$ cat src/rtl/ws2812_pkg.sv
// WS2812 shared types, timing defaults and helpers.
// Used by both the WS2812 transmitter and the receiver.
package ws2812_pkg;

  localparam int unsigned DEF_CLK_FREQ     = 27_000_000;
  localparam int unsigned DEF_T0H_NS       = 400;
  localparam int unsigned DEF_T1H_NS       = 800;
  localparam int unsigned DEF_BIT_NS       = 1250;
  localparam int unsigned DEF_T1_THRESH_NS = 600;
  localparam int unsigned DEF_GLITCH_NS    = 150;
  localparam int unsigned DEF_HIGH_MAX_NS  = 2000;
  localparam int unsigned DEF_RESET_NS     = 50000;

  typedef struct packed {
    logic [7:0] g;
    logic [7:0] r;
    logic [7:0] b;
  } pixel_t;

  typedef enum logic [1:0] {
    UNSYNC,
    IDLE,
    HIGH,
    LOW
  } rx_state_t;

  function automatic int unsigned ns_to_cycles(
    input longint unsigned freq_hz,
    input longint unsigned ns
  );
    return 32'((freq_hz * ns) / 64'd1_000_000_000);
  endfunction

endpackage

$ cat src/rtl/ws2812_rx_sync.sv
// WS2812 line input: 2-FF synchroniser plus registered edge detector.
// rise/fall are valid in the cycle after the level settles in stage 2.
module ws2812_rx_sync (
  input  logic clk,
  input  logic reset,
  input  logic din,
  output logic rise,
  output logic fall,
  output logic level
);

  logic s1;
  logic s2;
  logic s3;

  always_ff @(posedge clk) begin
    if (reset) begin
      s1 <= 1'b0;
      s2 <= 1'b0;
      s3 <= 1'b0;
    end else begin
      s1 <= din;
      s2 <= s1;
      s3 <= s2;
    end
  end

  assign level = s2;
  assign rise  = s2 & ~s3;
  assign fall  = ~s2 & s3;

endmodule

$ cat src/rtl/ws2812_rx.sv
// WS2812 waveform decoder: recovers GRB pixels and frame latches.
// Optional WS2812_RX_STATS_EN adds error and frame counters.
module ws2812_rx
  import ws2812_pkg::*;
#(
  parameter int unsigned CLK_FREQ     = DEF_CLK_FREQ,
  parameter int unsigned T1_THRESH_NS = DEF_T1_THRESH_NS,
  parameter int unsigned GLITCH_NS    = DEF_GLITCH_NS,
  parameter int unsigned HIGH_MAX_NS  = DEF_HIGH_MAX_NS,
  parameter int unsigned RESET_NS     = DEF_RESET_NS
) (
  input  logic        clk,
  input  logic        reset,
  input  logic        din,
  output logic [23:0] pixel,
  output logic        pixel_valid,
  output logic [7:0]  pixel_index,
  output logic        frame_done,
  output logic [8:0]  frame_len,
  output logic        bit_error,
  output logic [15:0] err_count,
  output logic [15:0] frame_count
);

  localparam int unsigned T1_CYC =
    ns_to_cycles(64'(CLK_FREQ), 64'(T1_THRESH_NS));
  localparam int unsigned GL_CYC =
    ns_to_cycles(64'(CLK_FREQ), 64'(GLITCH_NS));
  localparam int unsigned HM_CYC =
    ns_to_cycles(64'(CLK_FREQ), 64'(HIGH_MAX_NS));
  localparam int unsigned RS_CYC =
    ns_to_cycles(64'(CLK_FREQ), 64'(RESET_NS));
  localparam int unsigned CW = $clog2(RS_CYC + 1);

  localparam logic [CW-1:0] T1_C    = CW'(T1_CYC);
  localparam logic [CW-1:0] GL_C    = CW'(GL_CYC);
  localparam logic [CW-1:0] HM_C    = CW'(HM_CYC - 1);
  localparam logic [CW-1:0] RS_C    = CW'(RS_CYC);
  localparam logic [CW-1:0] RM_C    = CW'(RS_CYC - 1);
  localparam logic [CW-1:0] CNT_MAX = '1;

  logic rise;
  logic fall;
  logic level;

  ws2812_rx_sync u_sync (
    .clk   (clk),
    .reset (reset),
    .din   (din),
    .rise  (rise),
    .fall  (fall),
    .level (level)
  );

  rx_state_t   state_q, state_d;
  logic [CW-1:0] cnt_q, cnt_d, cnt_inc;
  logic [4:0]  bit_q, bit_d;
  logic [23:0] sh_q, sh_d;
  logic [8:0]  pix_q, pix_d;
  logic [7:0]  idx_q, idx_d;
  logic        pend_q, pend_d;
  logic        ovf_q, ovf_d;
  logic        err_d;
  logic        done_d;
  logic [8:0]  flen_d;
  logic        din_bit;
  pixel_t      pix_r;

  assign pixel = pix_r;

  always_comb begin
    state_d = state_q;
    cnt_d   = cnt_q;
    bit_d   = bit_q;
    sh_d    = sh_q;
    pix_d   = pix_q;
    idx_d   = idx_q;
    pend_d  = 1'b0;
    ovf_d   = 1'b0;
    err_d   = 1'b0;
    done_d  = 1'b0;
    flen_d  = frame_len;
    din_bit = (cnt_q >= T1_C);
    cnt_inc = (cnt_q == CNT_MAX) ? cnt_q : cnt_q + 1'b1;
    unique case (state_q)
      UNSYNC: begin
        if (level) begin
          cnt_d = '0;
        end else if (cnt_q == RS_C) begin
          state_d = IDLE;
          cnt_d   = '0;
        end else begin
          cnt_d = cnt_inc;
        end
      end
      IDLE: begin
        if (rise) begin
          cnt_d   = CW'(1);
          state_d = HIGH;
        end
      end
      HIGH: begin
        if (fall) begin
          state_d = LOW;
          cnt_d   = CW'(1);
          if (cnt_q < GL_C) begin
            err_d = 1'b1;
          end else begin
            sh_d = {sh_q[22:0], din_bit};
            if (bit_q == 5'd23) begin
              // Full word: hand it to the output stage next cycle.
              bit_d  = '0;
              pend_d = 1'b1;
              ovf_d  = pix_q[8];
              idx_d  = pix_q[8] ? 8'hFF : pix_q[7:0];
              if (!pix_q[8]) pix_d = pix_q + 9'd1;
            end else begin
              bit_d = bit_q + 5'd1;
            end
          end
        end else if (cnt_q == HM_C) begin
          err_d   = 1'b1;
          state_d = UNSYNC;
          cnt_d   = '0;
          bit_d   = '0;
          pix_d   = '0;
        end else begin
          cnt_d = cnt_inc;
        end
      end
      LOW: begin
        if (rise) begin
          cnt_d   = CW'(1);
          state_d = HIGH;
        end else if (cnt_q == RM_C) begin
          done_d  = 1'b1;
          flen_d  = pix_q;
          err_d   = (bit_q != 5'd0);
          bit_d   = '0;
          pix_d   = '0;
          cnt_d   = '0;
          state_d = IDLE;
        end else begin
          cnt_d = cnt_inc;
        end
      end
    endcase
  end

  always_ff @(posedge clk) begin
    if (reset) begin
      state_q     <= UNSYNC;
      cnt_q       <= '0;
      bit_q       <= '0;
      sh_q        <= '0;
      pix_q       <= '0;
      idx_q       <= '0;
      pend_q      <= 1'b0;
      ovf_q       <= 1'b0;
      pix_r       <= '0;
      pixel_valid <= 1'b0;
      pixel_index <= '0;
      frame_done  <= 1'b0;
      frame_len   <= '0;
      bit_error   <= 1'b0;
    end else begin
      state_q     <= state_d;
      cnt_q       <= cnt_d;
      bit_q       <= bit_d;
      sh_q        <= sh_d;
      pix_q       <= pix_d;
      idx_q       <= idx_d;
      pend_q      <= pend_d;
      ovf_q       <= ovf_d;
      pixel_valid <= pend_q;
      if (pend_q) begin
        pix_r       <= pixel_t'(sh_q);
        pixel_index <= idx_q;
      end
      frame_done  <= done_d;
      frame_len   <= flen_d;
      bit_error   <= err_d | (pend_q & ovf_q);
    end
  end

`ifdef WS2812_RX_STATS_EN
  always_ff @(posedge clk) begin
    if (reset) begin
      err_count   <= '0;
      frame_count <= '0;
    end else begin
      if (bit_error && err_count != 16'hFFFF)
        err_count <= err_count + 16'd1;
      if (frame_done)
        frame_count <= frame_count + 16'd1;
    end
  end
`else
  assign err_count   = '0;
  assign frame_count = '0;
`endif

endmodule

$ cat config.mk
export PLATFORM = sky130hd
export DESIGN_NAME = ws2812_rx
export DESIGN_NICKNAME = d
export VERILOG_FILES = /design/src/rtl/ws2812_pkg.sv /design/src/rtl/ws2812_rx_sync.sv /design/src/rtl/ws2812_rx.sv
export SDC_FILE = /design/constraint.sdc
export NUM_CORES = 1
export LEC_CHECK = 0
export ABC_AREA = 0
export BUFFER_PORTS_ARGS = -buffer_cell sky130_fd_sc_hd__clkbuf_2
export CORE_MARGIN = 5
export CORE_UTILIZATION = 30
export DETAILED_ROUTE_END_ITERATION = 8
export SLEW_MARGIN = 20
export SYNTH_ARGS = -nofsm -noshare
export SYNTH_HDL_FRONTEND = slang
export SYNTH_HIERARCHICAL = 1
export SYNTH_SLANG_ARGS = --single-unit
$ cat constraint.sdc
create_clock -name clk -period 5.3 [get_ports clk]
set_input_delay 0.53 -clock clk [delete_from_list [all_inputs] [get_ports clk]]
set_output_delay 0.53 -clock clk [all_outputs]
set_load 0.005 [all_outputs]
==> summary.md, run 1 <==
| Metric | Value |
|---|---|
| Status | completed |
| Worst Path Arrival | 2.91 ns |
| Synthesis warning total | 6 |
| CP startpoint | u_sync/level |
| Multi-input gate area | approximately 2400 sq um |
| Worst hold path startpoint | din |
| Post-DP HPWL | ~7000 um |
| Register area | roughly 2200 sq um |
| Worst-skew pair later-pin latency | 0.35 ns |
| Critical path's slowest cell | nor2_1 |
| Site Rows | 46 |
| DR DRC count | 0 |
| Worst vdd ir | around 0.15 mV |
| HP Class | in2reg |
| TNS Setup | 0 ns |
| Layout net count | slightly above 600 |
| Async SR Flop Fraction | 0% |
| ANT nets after route | 0 |
| Max-cap violations | 0 |
| Worst reg-to-reg path cell count | 6 |
| Die Wd | approximately 140 um |
| Vias in the first global route | 3452 |
| RSZ-0062 raised after global routing | no |
| Crit path time final | 2.65 ns |
| Pins Over Slew Limit | 0 |
| Crit. End Element | flop |
| PnR Total Power | between 1500 and 2000 uW |
| CTS tree | built |
| Most common cell after layout, fill and taps aside | dfxtp_1 |
| CP dominant cell by count | nor2_1 |
| Leading cell types in the layout, fill and taps excluded | 107 x dfxtp_1, 79 x nand2_1, 76 x nor2_1, 45 x clkbuf_2, 42 x a21oi_1 |
| Total Die Area | 18700 sq um |
| Core area | 15800 sq um |
| Tightest Pin Transition | around 1.0 ns |
| Area Overhead vs Synth | 12.3% |
| # Post-CTS Setup Buffers | 0 |
| Worst Skew | roughly 0.0054 ns |
| Fmax | roughly 0.38 GHz |
| IO Port Bufs | between 40 and 50 |
| Top-Level Pins | 79 |
| Flops & latches, synth | around 110 |
| Hold Fails Final Rpt | 0 |
| Fin util | 34.2% |
| Worst-path clk slew | ~0.070 ns |
| Fin crit share | 49.9% |
| Final WL | between 10000 and 15000 um |
| Initial drt markers | 321 |
| Critical path peak fanout | 25 |
| Clock Tree Buf Depth | 2 |
| Pleak | 0.00193 uW |
| Top_reg_cell synth | dfxtp_1 |
| H-tree depth | 3 |
| Synthesized area | 4820 sq um |
| Worst path max stage delay | 0.75 ns |
| Cells after Synth | 568 |
| Initial core utilization | 30.5% |
| Setup violators final | 0 |
| WL per Instance | ~13 um |
| Hold-fix buffers at CTS | 0 |
| Vias | 3775 |
| Worst Setup Start Kind | flop |
| Largest net degree at the start of global routing | between 50 and 60 |
| CTS sink cnt | 108 |
| Cells along the critical path | nor2b_1 -> nand3b_1 -> a31o_2 -> nor2_1 -> nor2_1 -> a211oi_1 |
| First-pass GRT wire length | ~17000 um |
| Seq/Total Area, Yosys | 44.8% |
| Unique masters post-synth | 56 |
| Die Ht | roughly 140 um |
| Worst rel slew slack | a little under a third |
| N_diodes | 0 |
| Crit Reg-Reg Startpoint | u_sync/level |
| Worst hold slack | between 0.4 and 0.5 ns |
| Worst R2R Setup Slack | ~2.7 ns |
| Routed vias/inst | between 4 and 5 |
| Pwr dens | about 280 nW/um^2 |
| GRT Total Usage | between 10 and 15% |
| Grt total ovfl | 0 |
| DR pass1 iterations | 4 |
| PostCTS Resize Cnt | 0 |
| FILL cells | roughly 1700 |
| Setup CP Type | reg2reg |
| Min-Delay Path Depth | 2 |
| Clk root buf | clkbuf_16 |
| CTS buffer count | 9 |
| Initial antenna violation count | 0 |
| Fraction of layout cells with a size suffix above 1 | ~13% |
| Placer congestion estimate | around 0.83 |
| Post-synth EDFFs | 0 |
| Critical Path RT | roughly 5.6 ns |
| Syn Area/Cell | 8.49 sq um |
[registers in the layout, summed over array words and instances (netlist names)]
signal	cells
pixel	24
sh_q	24
cnt_q	11
frame_len	9
pix_q	9
idx_q	8
pixel_index	8
bit_q	5
state_q	2
bit_error	1
frame_done	1
ovf_q	1
pend_q	1
pixel_valid	1
u_sync/level	1
u_sync/s1	1
u_sync/s3	1
[final timing paths]
path / to
setup / recovery: idx_q[5]
hold reg to reg: frame_len[3]
setup reg to reg: idx_q[5]
hold / removal: u_sync/s1
[report_power, final]
part           total (uW)  internal [uW]  switching, uW
clock network         686            382            304
logic                36.7           8.59           28.1
registers             818            814           4.35
total                1540           1200            336
[logic make-up (layout without fill, tap and decap cells)]
logic type / after synthesis / in the layout / share of synthesized area, %
and+or+nand+nor: 245 / 245 / 24.2
DFF: 108 / 108 / 44.8
AOI/OAI and AO/OA: 101 / 101 / 13.3
buffers and inverters: 68 / 72 / 7.97
muxes: 33 / 33 / 6.85
adders and majority gates: 7 / 7 / 1.82
xor gates and xnor gates: 5 / 5 / 0.908
other: 1 / 32 / 0.0778
[stage by stage]
stage,instances,worst slack (ns),cell area [sq um]
2_1_floorplan,599,3.21,4940
5_1_grt,819,2.23,5410
3_3_place_gp,803,2.76,5110
4_1_cts,819,2.64,5410
6_report,819,2.65,5410
3_5_place_dp,803,2.66,5110
[critical path: cells and delay by family, from the launching register on]
family	cells	cell delay [ns]
AO/OA/AOI/OAI	2	0.67
AND/OR/NAND/NOR	4	1.53
flip-flops	1	0.36
[layout make-up]
type	instances	share of cell area [%]
multi-input combinational	423	44.4
clock inverter	5	1.06
clock buffer	11	4.48
sequential	108	40.0
timing repair buffer	48	4.58
tap	216	4.99
inverter	8	0.555
[synthesized netlist by cell type, drive strengths merged (8+ instances only)]
cell	instances	area, sq um
nor3	11	55.1
nor2b	12	75.1
a211oi	10	75.1
nand2	79	297
inv	8	30.0
a21oi	42	210
dfxtp	108	2160
o21ai	22	110
buf	38	272
nor2	76	285
clkbuf	22	82.6
mux2i	33	330
nand3	15	75.1
[routing by layer]
| layer | part of all wire [%] | track usage [%] |
|---|---|---|
| met1 | 50 | 15.7 |
| met4 | 1.5 | 5.10 |
| met2 | 43 | 16.3 |
| met3 | 5.4 | 2.61 |
| met5 | 0 | 0 |
No activity file was read; power rests on OpenSTA's default activity.
==> inputs of run 2 (changes only) <==
Clock period 5.3 ns to 2.3 ns, I/O delays scaled along.
==> run 2 against run 1 <==
  * First-iteration DRC count is 24% lower
  * Setup slack worse by 2.6 ns
  * Largest power group unchanged
  * Total power is 130% higher
  * Clock power is 120% higher
  * Flip-flop and latch count stayed put
  * Combinational power grew to 2.8 times the previous value
  * Wire length is 0.94% higher
  * Worst hold slack worse by 0.32 ns
  * Sequential share of layout area is 1.6 points lower
==> summary.md, run 2 (same netlist as run 1, synthesis figures left out) <==
| Metric | Value |
|---|---|
| Max-cap violations | 0 |
| Sequential share of power | 54.2% |
| Grt total ovfl | 0 |
| Family with the most delay on the worst path | simple AND/OR/NAND/NOR gates |
| N_diodes | 0 |
| Clk root buf | clkbuf_16 |
| Status | completed |
| Worst-skew pair later-pin latency | approximately 0.34 ns |
| Site Rows | 46 |
| Internal | 2700 uW |
| Tightest Pin Transition | around 0.56 ns |
| GRT Total Usage | 11.6% |
| Critical path peak fanout | 10 |
| Largest net degree at the start of global routing | 49 |
| Worst R2R Setup Slack | 0.09 ns |
| Pins Over Slew Limit | 0 |
| Worst Path Arrival | ~2.4 ns |
| Pleak | 0.00206 uW |
| HP Class | in2reg |
| Final worst setup slack | roughly 0.09 ns |
| Switching share of power | roughly 22% |
| Worst path max stage delay | between 0.6 and 0.7 ns |
| Final WL | a little over 10000 um |
| Vias in the first global route | around 3600 |
| Critical Path RT | about 2.5 ns |
| CTS buffer count | 9 |
| Top-Level Pins | between 70 and 80 |
| Cells along the critical path | or4_4 -> or2_4 -> or4_1 -> o211ai_2 -> o21ai_1 |
| PostCTS Resize Cnt | 0 |
| FILL cells | 1659 |
| ANT nets after route | 0 |
| Area Overhead vs Synth | 16.8% |
| Most common cell after layout, fill and taps aside | dfxtp_1 |
| Fraction of layout cells with a size suffix above 1 | roughly 17% |
| Worst-path clk slew | around 0.070 ns |
| Initial core utilization | 30.5% |
| Initial antenna violation count | 0 |
| Crit Reg-Reg Startpoint | cnt_q[4] |
| Core area | between 15000 and 20000 sq um |
| Worst Setup EP | cnt_q[0] |
| IO Port Bufs | 46 |
| Placer congestion estimate | just under 0.8 |
| Total Die Area | roughly 19000 sq um |
| Die Wd | between 100 and 150 um |
| Hold-fix buffers at CTS | 0 |
| Levels on crit path | 5 |
| Crit. End Element | flop |
| Die Ht | 137 um |
| Routed vias/inst | between 4 and 5 |
| Crit path time final | about 2.2 ns |
| Worst vdd ir | between 0.3 and 0.4 mV |
| # Post-CTS Setup Buffers | 0 |
| R2R Path End | cnt_q[0] |
| Initial drt markers | 245 |
| Critical path's slowest cell | or4_1 |
| Setup CP Type | reg2reg |
| Setup violators final | 0 |
| Worst hold slack | approximately 0.098 ns |
| CP startpoint | cnt_q[4] |
| Post-DP HPWL | 7210 um |
| Hold Fails Final Rpt | 0 |
| DR DRC count | 0 |
| Fin util | 35.6% |
| Clock Tree Buf Depth | 2 |
| DR pass1 iterations | 5 |
| Fin crit share | 96.0% |
| TNS Setup | 0 ns |
| Pre-CTS worst setup slack | 0.112 ns |
| Leading cell types in the layout, fill and taps excluded | 107 x dfxtp_1, 79 x nand2_1, 76 x nor2_1, 45 x clkbuf_2, 42 x a21oi_1 |
| Pwr dens | around 620 nW/um^2 |
| Combinational Power Share | approximately 3.0% |
| Critical path buffers and inverters | 0 |
| Worst reg-to-reg path cell count | 5 |
| CTS sink cnt | 108 |
| First-pass GRT wire length | 17600 um |
| Layout net count | approximately 640 |
| RSZ-0062 raised after global routing | no |
| WL per Instance | between 10 and 15 um |
| Fmax | 0.453 GHz |
| Vias | between 3000 and 4000 |
| Worst Setup Start Kind | flop |
| P_sw | roughly 770 uW |
| H-tree depth | 3 |
| CTS tree | built |
| Power share of the clock group | a little over two fifths |
| Worst rel slew slack | between 60% and 70% |
| Worst Skew | 0.00675 ns |
[run 2: how the worst min path moves through the flow]
stage	startpoint	to	slack [ns]	cells after the start
finish	din	u_sync/s1	0.1	2
global route	din	u_sync/s1	0.11	2
CTS	din	u_sync/s1	0.08	2
detailed placement	u_sync/s1	u_sync/level	0.43	1
global placement	u_sync/s1	u_sync/level	0.42	1
floorplan	reset	u_sync/level	0.30	1
[run 2: metal layers]
layer | track usage [%] | up-vias | share of wire [%] | routed length [um]
met3 | 3.05 | 9 | 5.3 | 548
li1 | - | 2006 | - | -
met1 | 15.9 | 1798 | 49 | 5090
met4 | 4.03 | 0 | 1.3 | 133
met5 | 0 | - | 0 | 0
met2 | 17.7 | 89 | 44 | 4590
[run 2: layout make-up]
cell class / instances / area, sq um / share of cell area [%]
multi-input cells: 423 / 2400 / 42.6
flip-flops and latches: 108 / 2160 / 38.4
repair buffers: 76 / 483 / 8.57
well taps: 216 / 270 / 4.80
clock buffers: 11 / 253 / 4.49
clock inverters: 5 / 36.3 / 0.644
inverters: 8 / 30.0 / 0.533
[run 2: power groups by stage]
stage | sequential, uW | clock [uW] | combinational [uW]
after floorplan | 1920 | 0 | 108
after global placement | 1920 | 0 | 102
after detailed placement | 1920 | 0 | 102
after CTS | 1880 | 1530 | 102
after global routing | 1880 | 1600 | 118
final | 1880 | 1480 | 103
[run 2: through the flow]
stage | total power [uW] | std cells | instance area (sq um)
3_3_place_gp | 2020 | 831 | 5340
6_report | 3470 | 847 | 5630
3_5_place_dp | 2020 | 831 | 5340
2_1_floorplan | 2030 | 599 | 4940
5_1_grt | 3600 | 847 | 5630
4_1_cts | 3510 | 847 | 5630
==> inputs of run 3 (changes only) <==
Settings changed: CORE_UTILIZATION 30 to 40.
==> run 3 against run 2 <==
  * Clock skew is 0.0027 ns higher
  * Global-route usage is 3.6 points higher
  * Sequential share of layout area is 0.70 points higher
  * Cell count is 8.5% lower
  * Total power is 1.6% higher
  * Via count is 0.33% higher
  * Die area is 23% lower
  * Clock power is 4% higher
  * Wire length is 1.7% higher
  * Count of clock-buffer cells in the layout stayed put
==> summary.md, run 3 (same netlist as run 1, synthesis figures left out) <==
| Metric | Value |
|---|---|
| Status | completed |
| Hold Fails Final Rpt | 0 |
| Pre-CTS worst setup slack | 0.0932 ns |
| Vias | roughly 3900 |
| Top-Level Pins | just under 80 |
| Setup violators final | 0 |
| DR pass1 iterations | 4 |
| Die Ht | about 120 um |
| N_diodes | 0 |
| CTS buffer count | 9 |
| Setup CP Type | reg2reg |
| Routed vias/inst | ~5.1 |
| FILL cells | 1176 |
| Initial drt markers | approximately 210 |
| Register area | about 2200 sq um |
| Site Rows | 40 |
| Worst hold path startpoint | din |
| Post-route cell area | 5530 sq um |
| Worst Setup Start Kind | flop |
| Total Die Area | roughly 14000 sq um |
| Pins Over Slew Limit | 0 |
| Worst reg-to-reg path cell count | 6 |
| Worst rel slew slack | a little under two thirds |
| Crit Reg-Reg Startpoint | u_sync/level |
| Placer congestion estimate | ~0.82 |
| RSZ-0062 raised after global routing | no |
| Layout net count | 635 |
| Multi-input gate area | between 2000 and 2500 sq um |
| Hold EP | u_sync/s1 |
| Final WL | around 11000 um |
| DR DRC count | 0 |
| H-tree depth | 3 |
| Largest net degree at the start of global routing | 39 |
| Vias in the first global route | 3823 |
| First-pass GRT wire length | around 18000 um |
| Post-DP Area | around 5200 sq um |
| WL per Instance | about 14 um |
| Crit path time final | 2.15 ns |
| Final worst setup slack | about 0.15 ns |
| Worst R2R Setup Slack | roughly 0.15 ns |
| Clk root buf | clkbuf_16 |
| Clock Tree Buf Depth | 2 |
| Leading cell types in the layout, fill and taps excluded | 107 x dfxtp_1, 79 x nand2_1, 76 x nor2_1, 45 x clkbuf_2, 42 x a21oi_1 |
| Die Wd | 120 um |
| R2R Path End | pix_q[7] |
| Most common cell after layout, fill and taps aside | dfxtp_1 |
| Worst Path Arrival | 2.44 ns |
| Fraction of layout cells with a size suffix above 1 | 16.2% |
| Tightest Pin Transition | roughly 0.54 ns |
| ANT nets after route | 0 |
| Grt total ovfl | 0 |
| Min-Delay Path Depth | 2 |
| Pleak | a little over 0.002 uW |
| Fmax | approximately 0.47 GHz |
| Worst vdd ir | 0.371 mV |
| Post-DP HPWL | around 7400 um |
| Critical path peak fanout | 7 |
| Initial antenna violation count | 0 |
| Fin crit share | slightly above 90% |
| Worst-path clk slew | 0.07 ns |
| Critical Path RT | about 2.6 ns |
| Worst Skew | 0.00943 ns |
| CTS sink cnt | 108 |
| CTS tree | built |
| IO Port Bufs | 46 |
| Core area | 11900 sq um |
| GRT Total Usage | approximately 15% |
| Crit. End Element | flop |
| Initial core utilization | about two fifths |
| Worst-skew pair later-pin latency | 0.35 ns |
| TNS Setup | 0 ns |
| Pwr dens | roughly 640 nW/um^2 |
| Max-cap violations | 0 |
| Area Overhead vs Synth | 14.7% |
| HP Class | in2reg |
run 3: changes by cell type in the layout (fill, tap and decap cells not counted):
cell	change
inv_6	+1
clkbuf_1	+1
clkinv_2	-2
or4_1	-1
bufinv_16	+1
buf_12	-1
clkinv_4	-2
clkbuf_8	-1
or4_4	+1
run 3: metrics by stage:
step	utilization (%)	std cells	power [uW]	hold WS (ns)
2_1_floorplan	-	599	2030	0.302
3_3_place_gp	44.0	761	2020	0.422
3_5_place_dp	44.0	761	2020	0.437
4_1_cts	46.4	775	3570	0.0871
5_1_grt	46.4	775	3660	0.110
6_report	46.4	775	3520	0.0959
run 3: worst max-delay path, stage by stage (launching register included):
cell,delay [ns]
dfxtp_1,0.37
nor2b_1,0.38
a21bo_2,0.32
nor3_1,0.30
o2111ai_2,0.25
or3_1,0.39
nand3_1,0.08
run 3: cell type report:
type                    count  share of cell area (%)
multi-input cells         423                    43.4
flip-flops and latches    108                    39.1
repair buffers             75                    8.37
clock buffers              11                    4.39
well taps                 147                    3.33
clock inverters             3                   0.860
inverters                   8                   0.543
run 3: power breakdown:
group	internal (uW)	total (uW)	leakage [uW]	switching, uW
clock network	868	1540	0.000142	672
registers	1880	1880	0.000871	4.09
logic	29.7	102	0.00104	72.5
run 3: repair_timing:
item,in CTS,in global routing
hold buffers,0,0
endpoints found under the hold margin,0,0
setup buffers,0,0
setup endpoints to repair,0,8
resized for setup,0,1
run 3: worst max-delay path by stage:
stage	from	end	slack [ns]
CTS	cnt_q[4]	frame_len[8]	0.08
global route	u_sync/level	pix_q[3]	0.01
finish	u_sync/level	pix_q[7]	0.15
detailed placement	cnt_q[4]	cnt_q[0]	0.09
global placement	cnt_q[4]	frame_len[3]	0.13
floorplan	cnt_q[7]	cnt_q[0]	0.21
run 3: layer usage:
metal	track usage (%)	wire, um
met1	19.3	4880
met2	25.1	5000
met3	3.63	482
met4	5.73	167
met5	0	0
